File: config.mk
export PLATFORM = sky130hd
export DESIGN_NAME = imem_loader_flat
export DESIGN_NICKNAME = d
export VERILOG_FILES = /design/src/rtl/imem_loader_pkg.sv /design/src/rtl/imem_loader_if.sv /design/src/rtl/imem_word_packer.sv /design/src/rtl/imem_loader.sv /design/src/flat_wrapper.sv
export SDC_FILE = /design/constraint.sdc
export NUM_CORES = 1
export LEC_CHECK = 0
export ABC_CLOCK_PERIOD_IN_PS = 3950
export BUFFER_PORTS_ARGS = -buffer_cell sky130_fd_sc_hd__buf_2
export CAP_MARGIN = 20
export CORE_ASPECT_RATIO = 0.5
export CORE_MARGIN = 2
export CORE_UTILIZATION = 55
export CTS_CLUSTER_DIAMETER = 40
export CTS_CLUSTER_SIZE = 25
export DETAILED_ROUTE_END_ITERATION = 10
export PLACE_DENSITY = 0.87
export SYNTH_ARGS = -nofsm -noshare
export SYNTH_HDL_FRONTEND = slang
export SYNTH_SLANG_ARGS = --single-unit
File: constraint.sdc
create_clock -name clock -period 3.95 [get_ports clock]
set_clock_uncertainty 0.1 [all_clocks]
set_input_delay 0.1975 -clock clock [delete_from_list [all_inputs] [get_ports clock]]
set_output_delay 0.1975 -clock clock [all_outputs]
set_load 0.01 [all_outputs]
File: src/rtl/imem_loader_pkg.sv
// Shared constants and FSM encodings for the instruction memory loader.
// Also provides the default instruction memory geometry used by the memory itself.
// Optional feature macro: IMEM_LOADER_CHECKSUM_EN (trailing 32-bit checksum word).
package imem_loader_pkg;

   localparam int unsigned IMEM_DEPTH  = 1061;
   localparam int unsigned IMEM_ADDR_W = 11;
   localparam int unsigned IMEM_BASE   = 0;

   localparam int unsigned BYTE_W = 8;
   localparam int unsigned WORD_W = 32;
   localparam int unsigned BIDX_W = 2;

   typedef enum logic [2:0] {
      S_IDLE = 3'd0,
      S_HDR  = 3'd1,
      S_DATA = 3'd2,
      S_CSUM = 3'd3,
      S_DONE = 3'd4,
      S_ERR  = 3'd5
   } state_t;

   // True when an image of n words starting at base fits in a memory of depth words
   function automatic logic image_fits(input logic [WORD_W-1:0] n,
                                       input int unsigned base,
                                       input int unsigned depth);
      return ({1'b0, n} + 33'(base)) <= 33'(depth);
   endfunction

endpackage

File: src/rtl/imem_loader_if.sv
// Byte-stream receive handshake and instruction memory write port of the loader.
// master: host side (drives bytes, observes writes); slave: loader side.
interface imem_loader_if
   import imem_loader_pkg::*;
#(
   parameter int unsigned ADDR_W = IMEM_ADDR_W
);

   logic                rx_valid;
   logic [BYTE_W-1:0]   rx_data;
   logic                rx_ready;
   logic                mem_we;
   logic [ADDR_W-1:0]   mem_waddr;
   logic [WORD_W-1:0]   mem_wdata;

   modport master (
      output rx_valid, rx_data,
      input  rx_ready, mem_we, mem_waddr, mem_wdata
   );

   modport slave (
      input  rx_valid, rx_data,
      output rx_ready, mem_we, mem_waddr, mem_wdata
   );

endinterface

File: src/rtl/imem_word_packer.sv
// Packs accepted bytes little-endian into 32-bit words.
// The completed word is presented combinationally in the cycle its 4th byte is accepted.
module imem_word_packer
   import imem_loader_pkg::*;
(
   input  logic              clock,
   input  logic              reset,
   input  logic              i_clear,
   input  logic              i_valid,
   input  logic [BYTE_W-1:0] i_byte,
   output logic [WORD_W-1:0] o_word_c,
   output logic              o_word_valid_c
);

   logic [BIDX_W-1:0]       r_idx;
   logic [3*BYTE_W-1:0]     r_low;

   // Byte index (wraps 3->0) and storage for the three lower bytes of the word in flight
   always_ff @(posedge clock or posedge reset) begin
      if (reset) begin
         r_idx <= '0;
         r_low <= '0;
      end else if (i_clear) begin
         r_idx <= '0;
         r_low <= '0;
      end else if (i_valid) begin
         r_idx <= r_idx + BIDX_W'(1);
         case (r_idx)
            2'd0:    r_low[7:0]   <= i_byte;
            2'd1:    r_low[15:8]  <= i_byte;
            2'd2:    r_low[23:16] <= i_byte;
            default: r_low        <= r_low;
         endcase
      end
   end

   assign o_word_c       = {i_byte, r_low};
   assign o_word_valid_c = i_valid & (r_idx == BIDX_W'(3));

endmodule

File: src/rtl/imem_loader.sv
// Instruction memory loader: header word N, then N data words written from BASE upward.
// Holds the core for the whole load so fetch never sees a partial image.
// Optional feature macro: IMEM_LOADER_CHECKSUM_EN adds a trailing 32-bit wrapping-sum check.
module imem_loader
   import imem_loader_pkg::*;
#(
   parameter int unsigned DEPTH  = IMEM_DEPTH,
   parameter int unsigned ADDR_W = IMEM_ADDR_W,
   parameter int unsigned BASE   = IMEM_BASE
)(
   input  logic         clock,
   input  logic         reset,
   input  logic         i_start,
   imem_loader_if.slave bus,
   output logic         o_core_hold,
   output logic         o_busy,
   output logic         o_done,
   output logic         o_error
);

   localparam int unsigned CNT_W = ADDR_W + 1;

   state_t              r_state;
   logic                r_rx_ready;
   logic                r_mem_we;
   logic [ADDR_W-1:0]   r_mem_waddr;
   logic [WORD_W-1:0]   r_mem_wdata;
   logic [ADDR_W-1:0]   r_addr;
   logic [CNT_W-1:0]    r_n;
   logic [CNT_W-1:0]    r_wcount;
   logic                r_core_hold;
   logic                r_busy;
   logic                r_done;
   logic                r_error;
`ifdef IMEM_LOADER_CHECKSUM_EN
   logic [WORD_W-1:0]   r_sum;
`endif

   logic                w_accept;
   logic                w_start;
   logic [WORD_W-1:0]   w_word;
   logic                w_word_valid;
   logic [CNT_W-1:0]    w_wcount_nxt;
   logic                w_last_word;
   logic [ADDR_W-1:0]   w_addr_nxt;
   logic                w_fits;

   assign w_accept     = bus.rx_valid & r_rx_ready;
   assign w_start      = i_start & (r_state inside {S_IDLE, S_DONE, S_ERR});
   assign w_wcount_nxt = r_wcount + CNT_W'(1);
   assign w_last_word  = (w_wcount_nxt == r_n);
   assign w_addr_nxt   = (r_addr == ADDR_W'(DEPTH - 1)) ? r_addr : r_addr + ADDR_W'(1);
   assign w_fits       = image_fits(w_word, BASE, DEPTH);

   imem_word_packer u_packer (
      .clock          (clock),
      .reset          (reset),
      .i_clear        (w_start),
      .i_valid        (w_accept),
      .i_byte         (bus.rx_data),
      .o_word_c       (w_word),
      .o_word_valid_c (w_word_valid)
   );

   // Load sequencer: state, handshake, memory write port, counters and status flags
   always_ff @(posedge clock or posedge reset) begin
      if (reset) begin
         r_state     <= S_IDLE;
         r_rx_ready  <= 1'b0;
         r_mem_we    <= 1'b0;
         r_mem_waddr <= '0;
         r_mem_wdata <= '0;
         r_addr      <= '0;
         r_n         <= '0;
         r_wcount    <= '0;
         r_core_hold <= 1'b0;
         r_busy      <= 1'b0;
         r_done      <= 1'b0;
         r_error     <= 1'b0;
`ifdef IMEM_LOADER_CHECKSUM_EN
         r_sum       <= '0;
`endif
      end else begin
         r_mem_we <= 1'b0;
         case (r_state)
            S_IDLE, S_DONE, S_ERR: begin
               if (w_start) begin
                  r_state     <= S_HDR;
                  r_rx_ready  <= 1'b1;
                  r_busy      <= 1'b1;
                  r_core_hold <= 1'b1;
                  r_done      <= 1'b0;
                  r_error     <= 1'b0;
                  r_wcount    <= '0;
                  r_addr      <= ADDR_W'(BASE);
`ifdef IMEM_LOADER_CHECKSUM_EN
                  r_sum       <= '0;
`endif
               end
            end

            S_HDR: begin
               if (w_word_valid) begin
                  if (!w_fits) begin
                     r_state     <= S_ERR;
                     r_error     <= 1'b1;
                     r_rx_ready  <= 1'b0;
                     r_busy      <= 1'b0;
                     r_core_hold <= 1'b0;
                  end else if (w_word == '0) begin
`ifdef IMEM_LOADER_CHECKSUM_EN
                     r_state     <= S_CSUM;
`else
                     r_state     <= S_DONE;
                     r_done      <= 1'b1;
                     r_rx_ready  <= 1'b0;
                     r_busy      <= 1'b0;
                     r_core_hold <= 1'b0;
`endif
                  end else begin
                     r_state <= S_DATA;
                     r_n     <= CNT_W'(w_word);
                  end
               end
            end

            S_DATA: begin
               if (w_word_valid) begin
                  r_mem_we    <= 1'b1;
                  r_mem_waddr <= r_addr;
                  r_mem_wdata <= w_word;
                  r_addr      <= w_addr_nxt;
                  r_wcount    <= w_wcount_nxt;
`ifdef IMEM_LOADER_CHECKSUM_EN
                  r_sum       <= r_sum + w_word;
                  if (w_last_word) begin
                     r_state <= S_CSUM;
                  end
`else
                  // Stop taking bytes; completion is flagged once the last write has issued
                  if (w_last_word) begin
                     r_rx_ready <= 1'b0;
                  end
`endif
               end
`ifndef IMEM_LOADER_CHECKSUM_EN
               else if (r_wcount == r_n) begin
                  r_state     <= S_DONE;
                  r_done      <= 1'b1;
                  r_busy      <= 1'b0;
                  r_core_hold <= 1'b0;
               end
`endif
            end

`ifdef IMEM_LOADER_CHECKSUM_EN
            S_CSUM: begin
               if (w_word_valid) begin
                  r_rx_ready  <= 1'b0;
                  r_busy      <= 1'b0;
                  r_core_hold <= 1'b0;
                  if (w_word == r_sum) begin
                     r_state <= S_DONE;
                     r_done  <= 1'b1;
                  end else begin
                     r_state <= S_ERR;
                     r_error <= 1'b1;
                  end
               end
            end
`endif

            default: begin
               r_state     <= S_IDLE;
               r_rx_ready  <= 1'b0;
               r_busy      <= 1'b0;
               r_core_hold <= 1'b0;
            end
         endcase
      end
   end

   assign bus.rx_ready  = r_rx_ready;
   assign bus.mem_we    = r_mem_we;
   assign bus.mem_waddr = r_mem_waddr;
   assign bus.mem_wdata = r_mem_wdata;
   assign o_core_hold   = r_core_hold;
   assign o_busy        = r_busy;
   assign o_done        = r_done;
   assign o_error       = r_error;

endmodule
File: src/flat_wrapper.sv
// flat-port wrapper written by rule: the top's interface ports become plain ports
module imem_loader_flat import imem_loader_pkg::*;
#(
   parameter int unsigned DEPTH  = IMEM_DEPTH,
   parameter int unsigned ADDR_W = IMEM_ADDR_W,
   parameter int unsigned BASE   = IMEM_BASE
)
  (clock, reset, i_start, o_core_hold, o_busy, o_done, o_error, bus_rx_valid, bus_rx_data, bus_rx_ready, bus_mem_we, bus_mem_waddr, bus_mem_wdata);
  imem_loader_if #(.ADDR_W(ADDR_W)) bus_i ();
  input  logic clock;
  input  logic reset;
  input  logic i_start;
  output logic o_core_hold;
  output logic o_busy;
  output logic o_done;
  output logic o_error;
  input wire logic [$bits(bus_i.rx_valid)-1:0] bus_rx_valid;
  input wire logic [$bits(bus_i.rx_data)-1:0] bus_rx_data;
  output wire logic [$bits(bus_i.rx_ready)-1:0] bus_rx_ready;
  output wire logic [$bits(bus_i.mem_we)-1:0] bus_mem_we;
  output wire logic [$bits(bus_i.mem_waddr)-1:0] bus_mem_waddr;
  output wire logic [$bits(bus_i.mem_wdata)-1:0] bus_mem_wdata;
  assign bus_i.rx_valid = bus_rx_valid;
  assign bus_i.rx_data = bus_rx_data;
  assign bus_rx_ready = bus_i.rx_ready;
  assign bus_mem_we = bus_i.mem_we;
  assign bus_mem_waddr = bus_i.mem_waddr;
  assign bus_mem_wdata = bus_i.mem_wdata;
  imem_loader #(.DEPTH(DEPTH), .ADDR_W(ADDR_W), .BASE(BASE)) u_core (.clock(clock), .reset(reset), .i_start(i_start), .bus(bus_i), .o_core_hold(o_core_hold), .o_busy(o_busy), .o_done(o_done), .o_error(o_error));
endmodule
==> metrics.md <==
| Metric | Value |
|---|---|
| RSZ-0062 raised after global routing | no |
| Row count | 25 |
| Syn_area_per_cell | 9.59 um^2 |
| Die area | 10,600 um^2 |
| Final instance area | 6040 um^2 |
| Met1 wire length | 5780 um |
| Vias | 4,235 |
| Largest cells by area after synthesis | dfrtp_1 52%, nand2_1 9.5%, mux2i_1 4.9% |
| Worst setup SP type | flip-flop |
| CTS Buffer Depth | 2 |
| P_leak | 3.26 nW |
| Clk slew on worst S/H paths | 70 ps |
| First-pass GRT wire length | 20,500 um |
| Share of layout cells above drive strength 1 | 0.168 |
| Maxcap violations | 0 |
| CP Data Arrival Time | 2880 ps |
| Total power | 3.10 mW |
| Per-cell routed wire length | 16.6 um |
| Comb power frac | 0.224 |
| Worst Setup SP | u_core.r_addr[0] |
| CTS sink cnt | 112 |
| TritonRoute pass-1 iters | 5 |
| Worst setup EP type | flip-flop |
| Final setup violating endpoints | 0 |
| Number of flops mapped to enable cells by yosys | 0 |
| Cell taking the most area after synthesis | dfrtp_1 |
| Synth Register Bits | 112 |
| CP endpoint | u_core.r_addr[10] |
| Tot GR Track Use | 0.249 |
| Area share of the largest cell type after synthesis | 0.524 |
| Fmax | 362 MHz |
| Cts hold-fix bufs | 1 |
| Worst skew pair latency | 350 ps |
| Crit Path Category | reg -> reg |
| Num ports | 61 |
| Post-route antenna net violation count | 0 |
| Top-count cell post-synth | nand2_1 |
| Tcrit/Tclk final | 0.699 |
| Clock network power share | 0.303 |
| Core box area | 9450 um^2 |
| Initial Utilization | 0.566 |
| Ys async rst share | 1.00 |
| Maximum VDD drop | 0.000246 V |
| Sequential power share | 0.473 |
| Minimum clock period | 2760 ps |
| Root buffer cell | clkbuf_16 |
| Area occupied by multi-input gates | 2350 um^2 |
| Via/cell ratio | 5.70 |
| Resized Gates After CTS | 0 |
| Length of routed met3 wiring | 729 um |
| GPL Wtd Cong | 0.892 |
| Initial antenna violation count | 0 |
| Finished Layout Cells | 743 |
| Pwr Density | 513 nW/um^2 |
| Post-placement cell count | 726 |
| Slew @ Worst Pin | 1000 ps |
| CP required | 4070 ps |
| WL met2 | 5610 um |
| Sequential cell area | 2800 um^2 |
| Mapped Cells | 558 |
| DP HPWL | 8250 um |
| Pin count of the biggest net entering global routing | 61 |
| Die width | 143 um |
| Post-synth top cells | 136 x nand2_1, 112 x dfrtp_1, 54 x nor2_1 |
| Int Pwr | 2.04 mW |
| CTS tree | built |
| DRT iter0 DRCs | 550 |
| Net Count, Synth | 577 |
| Port-buffer cells | 60 |
| Synthesized area | 5350 um^2 |
| Hold Vio Cnt, Final | 0 |
| Reg-to-reg startpoint | u_core.r_addr[0] |
| R2R Path End | u_core.r_addr[10] |
| Synth unique cells | 55 |
| Fin Setup TNS | 0 ps |
| Htree depth | 3 |
| Sequential area share after synthesis | 0.524 |
| Yosys warning total | 0 |
| Highest metal used | met4 |
| Max FO, Critical Path | 12 |
| Inserted Diodes | 0 |
| Hold Path Class | in -> reg |
| Number of fill cells | 712 |
| Reg2reg setup slack | 1190 ps |
| Die Height | 73.7 um |
| Switching power | 1.05 mW |
| Min-delay src | bus_rx_data[0] |
| Post-synth top flop | dfrtp_1 |
| Slew Limit Fails | 0 |
| DRT Wirelength | 12,300 um |
| Number of global-route vias before repair | 4,025 |
| Nets@finish | 622 |
| Switching share of power | 0.340 |
| Grt ovf | 0 |
| Relative slew slack | 0.333 |
| R2R cell count | 8 |
| Postcts setup bufs | 0 |
| CTS buffer count | 9 |
| Area grow syn2layout | 12.9% |
| Residual DRC count | 0 |
| Outcome | finished clean |
| Placed cell area | 5720 um^2 |
per-layer routing:
| metal | GRT usage | up-vias |
|---|---|---|
| li1 | - | 1967 |
| met1 | 0.359 | 2091 |
| met2 | 0.378 | 161 |
| met3 | 0.0619 | 16 |
| met4 | 0.0730 | 0 |
| met5 | 0 | - |
registers in the layout (all words and copies together), names as in the netlist, 2 cells and up:
signal,flops
u_core.bus.mem_wdata,32
u_core.u_packer.r_low,24
u_core.r_n,12
u_core.r_wcount,12
u_core.bus.mem_waddr,11
u_core.r_addr,11
u_core.r_state,3
u_core.u_packer.r_idx,2
worst min path at each step:
stage | end | slack, ps | depth (start not counted)
after floorplan | u_core.bus.mem_wdata[24] | 200 | 2
after global placement | u_core.bus.mem_we | 220 | 2
after detailed placement | u_core.bus.mem_we | 230 | 2
after CTS | u_core.bus.mem_wdata[24] | 20 | 3
after global routing | u_core.bus.mem_wdata[24] | 30 | 3
final | u_core.bus.mem_wdata[24] | 30 | 3
cell usage in the layout (no fill, tap or decap), drive strengths merged, types with 2 or more instances in the layout:
| cell type | count |
|---|---|
| nand2 | 137 |
| mux2i | 26 |
| nor2 | 54 |
| a21o | 2 |
| nand3 | 16 |
| o21ai | 28 |
| or3 | 3 |
| nor3b | 2 |
| a211oi | 4 |
| and3 | 6 |
| nand2b | 4 |
| nor4 | 10 |
| o22ai | 2 |
| xor2 | 12 |
| buf | 64 |
| and2 | 2 |
| ha | 7 |
| clkinv | 4 |
| a31oi | 3 |
| nand4 | 6 |
| a2111oi | 2 |
| nor4bb | 2 |
| a211o | 2 |
| clkinvlp | 2 |
| a21oi | 7 |
| xnor2 | 18 |
| mux2 | 12 |
| clkbuf | 9 |
| dfrtp | 112 |
| nor3 | 12 |
| inv | 18 |
| o31ai | 4 |
critical path, stage by stage (launching register included):
cell	delay, ps
dfrtp_1	430
inv_2	110
ha_1	160
nor4b_1	280
a41oi_1	230
o22ai_1	810
nor4_2	160
xnor2_1	240
nor2_1	90
power by group through the flow:
stage,combinational [mW],sequential [mW],clock (mW)
global placement,0.659,1.46,0
floorplan,0.531,1.42,0
global route,0.765,1.48,0.993
detailed placement,0.680,1.48,0
finish,0.693,1.47,0.938
CTS,0.688,1.46,0.939
logic make-up after synthesis:
| logic type | Yosys count | share of synthesized area |
|---|---|---|
| AND/OR/NAND/NOR | 260 | 0.217 |
| flip-flops | 112 | 0.524 |
| AO/OA/AOI/OAI | 62 | 0.0753 |
| buffers and inverters | 49 | 0.0377 |
| multiplexers | 38 | 0.0802 |
| XOR/XNOR | 30 | 0.0491 |
| adder cells (fa/ha/maj) | 7 | 0.0164 |
through the flow:
step | util | hold slack (ps) | setup WS, ps
floorplan | - | 203 | 693
global placement | 0.605 | 225 | 1280
detailed placement | 0.605 | 227 | 1300
CTS | 0.639 | 23.8 | 1270
global route | 0.639 | 31.4 | 976
finish | 0.639 | 32.7 | 1190
cell type report:
type / instances / area share
Sequential cell: 112 / 0.464
Multi-Input combinational cell: 397 / 0.389
Timing Repair Buffer: 65 / 0.0564
Clock buffer: 9 / 0.0373
Tap cell: 135 / 0.0280
Clock inverter: 7 / 0.0139
Inverter: 18 / 0.0116
Power figures use the tool's default switching activity.
